[config.mk]
export PLATFORM = sky130hd
export DESIGN_NAME = hazard_scheduler
export DESIGN_NICKNAME = d
export VERILOG_FILES = /design/src/rtl/hazard_scheduler.sv
export SDC_FILE = /design/constraint.sdc
export NUM_CORES = 1
export LEC_CHECK = 0
export BUFFER_PORTS_ARGS = -buffer_cell sky130_fd_sc_hd__clkbuf_2
export CORE_MARGIN = 4
export CORE_UTILIZATION = 50
export DETAILED_ROUTE_END_ITERATION = 8
export PLACE_DENSITY = 0.74
export RECOVER_POWER = 50
export REMOVE_ABC_BUFFERS = 1
export SYNTH_ARGS = -nofsm -noshare
export SYNTH_HDL_FRONTEND = slang
export SYNTH_SLANG_ARGS = --single-unit
[constraint.sdc]
create_clock -name clk -period 5.9 [get_ports clk]
set_input_delay 0.295 -clock clk [delete_from_list [all_inputs] [get_ports clk]]
set_output_delay 0.295 -clock clk [all_outputs]
set_load 0.01 [all_outputs]
[src/rtl/hazard_scheduler.sv]
// hazard_scheduler: MIPS 5-stage interlock and forwarding control driven by a shadow E/M/W destination pipeline.
module hazard_scheduler #(
  parameter int CNT_W = 32
) (
  input  logic             clk,
  input  logic             reset,
  input  logic             D_valid,
  input  logic [4:0]       D_rs,
  input  logic [4:0]       D_rt,
  input  logic [4:0]       D_wa,
  input  logic [1:0]       T_use_rs,
  input  logic [1:0]       T_use_rt,
  input  logic [1:0]       D_T_new,
  output logic             stall,
  output logic             F_en,
  output logic             D_en,
  output logic             E_clr,
  output logic [1:0]       fwd_D_rs,
  output logic [1:0]       fwd_D_rt,
  output logic [1:0]       fwd_E_rs,
  output logic [1:0]       fwd_E_rt,
  output logic             fwd_M_rt,
  output logic [CNT_W-1:0] stall_cnt
);
  logic       v_e, v_m, v_w;
  logic [4:0] wa_e, rs_e, rt_e, wa_m, rt_m, wa_w;
  logic [1:0] tn_e, tn_m;
  function automatic logic hit(input logic v, input logic [4:0] wa, input logic [4:0] r);
    return v && wa == r && r != 5'd0;
  endfunction
  function automatic logic [1:0] dec(input logic [1:0] x);
    return (x == 2'd0) ? 2'd0 : x - 2'd1;
  endfunction
  // a nearer stage still computing its result blocks farther stages; the stall covers that case
  function automatic logic [1:0] sel(input logic he, input logic hm, input logic hw,
                                     input logic [1:0] tne, input logic [1:0] tnm);
    return he ? ((tne == 2'd0) ? 2'd1 : 2'd0) :
           hm ? ((tnm == 2'd0) ? 2'd2 : 2'd0) :
           hw ? 2'd3 : 2'd0;
  endfunction
  assign stall = D_valid && ((hit(v_e, wa_e, D_rs) && tn_e > T_use_rs) ||
                             (hit(v_m, wa_m, D_rs) && tn_m > T_use_rs) ||
                             (hit(v_e, wa_e, D_rt) && tn_e > T_use_rt) ||
                             (hit(v_m, wa_m, D_rt) && tn_m > T_use_rt));
  assign F_en  = !stall;
  assign D_en  = !stall;
  assign E_clr = stall;
  assign fwd_D_rs = sel(hit(v_e, wa_e, D_rs), hit(v_m, wa_m, D_rs), hit(v_w, wa_w, D_rs), tn_e, tn_m);
  assign fwd_D_rt = sel(hit(v_e, wa_e, D_rt), hit(v_m, wa_m, D_rt), hit(v_w, wa_w, D_rt), tn_e, tn_m);
  assign fwd_E_rs = sel(1'b0, hit(v_m, wa_m, rs_e), hit(v_w, wa_w, rs_e), tn_e, tn_m);
  assign fwd_E_rt = sel(1'b0, hit(v_m, wa_m, rt_e), hit(v_w, wa_w, rt_e), tn_e, tn_m);
  assign fwd_M_rt = hit(v_w, wa_w, rt_m);
  always_ff @(posedge clk or negedge reset) begin
    if (!reset) begin
      {v_e, wa_e, rs_e, rt_e, tn_e} <= '0;
      {v_m, wa_m, rt_m, tn_m}       <= '0;
      {v_w, wa_w}                   <= '0;
      stall_cnt                     <= '0;
    end else begin
      v_e       <= D_valid && !stall;
      wa_e      <= stall ? 5'd0 : D_wa;
      rs_e      <= stall ? 5'd0 : D_rs;
      rt_e      <= stall ? 5'd0 : D_rt;
      tn_e      <= stall ? 2'd0 : dec(D_T_new);
      v_m       <= v_e;
      wa_m      <= wa_e;
      rt_m      <= rt_e;
      tn_m      <= dec(tn_e);
      v_w       <= v_m;
      wa_w      <= wa_m;
      stall_cnt <= stall_cnt + CNT_W'(stall);
    end
  end
endmodule

==> Yosys cells after proc, flatten, opt, wreduce, memory -nomap -nowiden <==
Index checks and enable logic that the tools add are counted.
{ "classes": {"n_reduce_logical": 40, "n_mux": 18, "n_addsub": 3, "eq_ne": 11, "magnitude_cmp": 4} }
{ "op_table": {"columns": ["operator", "count"], "rows": [
  ["$eq A5 B5 Y1", 11],
  ["$add A32 B1 Y32", 1],
  ["$logic_and A1 B1 Y1", 28],
  ["$mux W2", 14],
  ["$reduce_bool A5 Y1", 5],
  ["$mux W5", 3],
  ["$gt A2 B2 Y1", 4],
  ["$logic_not A2 Y1", 3],
  ["$sub A2 B1 Y2 const B", 2],
  ["$logic_or A1 B1 Y1", 3],
  ["$logic_not A1 Y1", 1],
  ["$mux W1", 1]
]} }
{ "totals": {"regBits": 69, "in_bits": 24, "wordCells": 88, "output_inout_bits": 45} }

==> Longest topological paths before layout <==
{ "logic_depth": {"word_depth": 10, "ltp_mapped": 14, "ltp_nobuf": 13} }

==> Worst setup path after synthesis <==
Ideal clock, no wire load.
{ "synth_path": {"path_type": "input-to-reg", "startpoint": "input port D_rs[1]", "endpoint": "register stall_cnt[18]", "required_ps": 5772, "path_buffers": 1, "setup_slack_ps": 2616, "setup_time_ps": 128, "arrival_ps": 3157, "path_stages": 12, "cell_sequence": "or4_4 > o211a_1 > and3_4 > o41ai_4 > inv_2 > ha_1 > ha_1 > and3_1 > clkbuf_1 > and4_1 > and3_1 > xor2_1"} }
{ "synth_between": {"elab_chain_cells": 9, "elab_cells_between_ends": 14, "classes_between": "1 x add/sub; 2 x eq/ne; 11 x reduce/logical"} }
{ "synth_rtl": {"columns": ["element", "line_no", "rtl"], "rows": [
  ["start: declaration", "8", "input logic [4:0] D_rs,"],
  ["$eq A5 B5 Y1", "29", "return v && wa == r && r != 5'd0;"],
  ["$logic_and A1 B1 Y1 (2 in a row)", "29", null],
  ["$logic_and A1 B1 Y1 (on tied branches)", "41, 42", null],
  ["$logic_or A1 B1 Y1 (*)", "41", "assign stall = D_valid && ((hit(v_e, wa_e, D_rs) && tn_e > T_use_rs) ||"],
  ["$logic_or A1 B1 Y1 (*)", "42", "(hit(v_m, wa_m, D_rs) && tn_m > T_use_rs) ||"],
  ["$logic_or A1 B1 Y1 (*)", "43", "(hit(v_e, wa_e, D_rt) && tn_e > T_use_rt) ||"],
  ["$logic_and A1 B1 Y1 (*)", "41", null],
  ["via E_clr", "17", "output logic E_clr,"],
  ["$add A32 B1 Y32 (*)", "71", "stall_cnt <= stall_cnt + CNT_W'(stall);"],
  ["end signal: assignment", "71", null],
  ["end: declaration", "23", "output logic [CNT_W-1:0] stall_cnt"]
]} }
Mark *: on every way through the listed nets, which the timed path passes. The rest lies on a longest branch.

==> Final worst setup path <==
{ "layout_path": {"startpoint": "register tn_e[1]", "endpoint": "register stall_cnt[18]"} }
{ "layout_between": {"elab_chain_cells": 7, "elab_cells_between_ends": 9, "classes_between": "1 x add/sub; 2 x order compare; 6 x reduce/logical"} }
{ "layout_rtl": {"columns": ["element", "line_no", "rtl"], "rows": [
  ["start: declaration", "27", "logic [1:0] tn_e, tn_m;"],
  ["start signal: assignment", "64", "tn_e <= stall ? 2'd0 : dec(D_T_new);"],
  ["$gt A2 B2 Y1", "41", null],
  ["$logic_and A1 B1 Y1", "41", null],
  ["$logic_or A1 B1 Y1", "41", null],
  ["$logic_or A1 B1 Y1 (*)", "42", null],
  ["$logic_or A1 B1 Y1 (*)", "43", null],
  ["$logic_and A1 B1 Y1 (*)", "41", null],
  ["$add A32 B1 Y32 (*)", "71", null]
]} }
Every way passes the cells marked *; elsewhere a longest branch is shown, timed or not.

==> impl_metrics.toml <==
[status]
outcome = "complete, but fails checks"
failed_checks = "capacitance limit, slew limit"

[clock_network]
cts_tree = "built"
htreeDepth = 3
post_cts_buffers = 0
numCtsBuffers = 9
clk_latency_ps = 330
cts.clk_slew.worst_paths_ps = 70
root_buffer = "clkbuf_8"
clock_sinks = 69
clock_path_buffers = 2
cts_hold_buf = 0
cts-resized-gates = 0

[setup_path]
startpoint_type = "register"
path_common_cell = "ha_1"
timing.rr.start = "tn_e[1]"
r2r_end = "stall_cnt[18]"
critical-path-top-delay-family = "compound AO/OA/AOI/OAI gates"
critPathBufInv = 1
cpMaxStageDelayCell = "a2111oi_0"
reg2reg_slack_ps = 2250
crit_path_end = "stall_cnt[18]"
path_depth = 11
path_class = "reg2reg"
path_cells = "ha_1 -> a21oi_1 -> a2111oi_0 -> o41ai_4 -> inv_2 -> ha_1 -> ha_1 -> and3_1 -> and4_1 -> and3_1 -> xor2_1"
end_kind = "register"
critPathMaxStageDelay_ps = 800
cp.arrival_ps = 3900
reg2regPathDepth = 11
startpoint = "tn_e[1]"
critPathRequiredTime_ps = 6150
cp_max_fo = 19

[detailed_routing]
detail-route-antenna-nets = 0
via_per_inst = 5.247
drt_pre_antenna_iters = 4
num_vias = 2566
route.detailed.drc = 0
drt_iter0_drc = 168
wl_mm = 7.646
wire_per_inst_um = 15.64

[yosys]
seq_area_frac_synth_pct = 48.90
synth_commonest_cells = "dfrtp_1, xnor2_1, xor2_1"
synthArstFlopShare_pct = 100.0
syn_area_um2 = 3531
yosysMostFrequentCell = "dfrtp_1"
synth_top_area_share_pct = 48.90
synthSimpleGateAreaFrac_pct = 17.90
synthMuxAreaShare_pct = 0.6378
ys_ff_latch = 69
netlist_instances = 322
syn_avg_cell_area_um2 = 10.97
synth_top_family_by_area = "XOR/XNOR gates"
post_synth_xor_area_fraction_pct = 20.84
synth_fa_ha_area_share_pct = 3.544
synth_edf_count = 0
yosys.area.top_type = "dfrtp_1"
synth_flop_cell = "dfrtp_1"
synth_compound_area_share_pct = 5.103
ys_warn_count = 0
synthTopCellsByArea = "dfrtp_1, xnor2_1, xor2_1"
ys_types = 35

[global_route]
first_global_vias = 2665
grt_usage_pct = 19.21
overflow = 0
grt_max_degree = 70
grt_pass1_wl_mm = 12.91
antenna_found_initial = 0

[die]
rows = 30
die_h_um = 92.04
ioPinCount = 69
coreArea_um2 = 6832
die-area_um2 = 8470
die_w_um = 92.04
floorplan.initialDensity_pct = 51.68

[sta]
maxSlewHeadroom_pct = -135.2
min_period_ps = 3654
clock_skew_ps = 9.965
tns_ps = 0
final_hold_viol_count = 0
rsz0062_at_grt = "false"
finalSetupViolCount = 0
fmax_mhz = 273.7
period_share_pct = 61.93
worst_pin_slew_ps = 3528
final_max_slew_viol_count = 70

[final_layout]
drive_above_1_share_pct = 22.39
n_antenna_cell = 0
instances_no_fill = 489
nNetsFinal = 422
syn_to_final_growth_pct = 17.51

[pwr]
pwr_density_cell_nw_per_um2 = 252.3
cellLeakagePower_nw = 1.989
peakVddDrop_v = 0.0001265

[job]
cap_violations = 1

[worst_hold_path]
holdCritPathClass = "in2reg"

[place]
place_congestion = 0.9196
place_hpwl_mm = 5.700
port_buffers = 68
dpl.cell_count = 473
==> cell type report <==
cell class                 count  area [um^2]
sequential                    69         1727
timing repair buffer          69        340.3
inverter                      11        41.29
clock buffer                  12        155.1
fill                         608         2683
multi-input combinational    228         1695
clock inverter                 4        70.07
tap                           96        120.1
==> per-stage QoR <==
step / worst slack, ps / hold slack, ps / util, % / total power, W / instance area [um^2]
after detailed placement: 1956 / 411.8 / 57.55 / 0.0006303 / 3931
after CTS: 2222 / 126.2 / 60.84 / 0.001057 / 4156
after floorplan: 2337 / -0.5911 / - / 0.0005819 / 3463
after global placement: 2064 / 414.3 / 57.55 / 0.0006282 / 3931
final: 2246 / 135.3 / 60.73 / 0.001047 / 4149
after global routing: 1871 / 127.3 / 60.73 / 0.001092 / 4149
==> worst register-to-register path, cell delays in order (launching register included) <==
cell and delay, ps:
dfrtp_1 430, ha_1 320, a21oi_1 60, a2111oi_0 800
o41ai_4 340, inv_2 170, ha_1 230, ha_1 220
and3_1 320, and4_1 320, and3_1 200, xor2_1 160
==> layer usage <==
metal / share of wire [%] / global-route usage (%)
met5: 0 / 0
met4: 2.9 / 9.035
met3: 6.5 / 3.774
met2: 47 / 30.05
met1: 43 / 25.76
==> kinds of logic after synthesis <==
family,Yosys count
simple gates,112
xor+xnor,84
flops,69
buf+inv,25
compound gates,20
fa+ha+maj,10
mux,2
==> flip-flops by register name, summed over array words and instances (netlist names) <==
name / count
v_e: 1
v_m: 1
v_w: 1
rs_e: 5
rt_e: 5
rt_m: 5
tn_m: 2
tn_e: 2
wa_e: 5
stall_cnt: 32
wa_m: 5
wa_w: 5
==> layout by cell type, fill, tap and decap left out, types with 2 or more instances in the layout <==
cell type,instances
dfrtp_1,69
xnor2_1,54
clkbuf_1,5
mux2_1,2
a21oi_1,3
nor4b_1,2
bufinv_16,2
clkbuf_8,11
and4_1,3
and3_1,10
o211a_1,2
or2_2,3
nor2b_1,3
o2111a_1,3
nor3_1,3
clkbuf_2,64
nand4_1,12
ha_1,10
clkinv_2,2
nor2_1,17
a211oi_1,2
a31oi_1,2
and2_1,19
xor2_1,30
nand2_1,15
a2111oi_0,2
inv_1,10
nand3_1,12
o211ai_1,4
nor4_1,9
==> worst min-delay path by stage <==
| stage | startpoint | endpoint | slack [ps] | cells past startpoint |
|---|---|---|---|---|
| global route | D_T_new[0] | tn_e[0] | 130 | 2 |
| detailed placement | v_e | v_m | 410 | 0 |
| finish | D_T_new[0] | tn_e[0] | 140 | 2 |
| floorplan | reset | rs_e[0] | -0.6 | 0 |
| global placement | v_e | v_m | 410 | 0 |
| CTS | D_T_new[0] | tn_e[0] | 130 | 2 |
==> where the power goes <==
part / internal (W) / leakage [nW] / total, W / switching, W
Sequential: 0.000492 / 0.873 / 0.000520 / 0.0000277
Combinational: 0.0000483 / 0.999 / 0.0000995 / 0.0000512
Clock: 0.000260 / 0.116 / 0.000427 / 0.000167
Total: 0.000801 / 1.99 / 0.00105 / 0.000246
(Power assumes the default switching activity.)
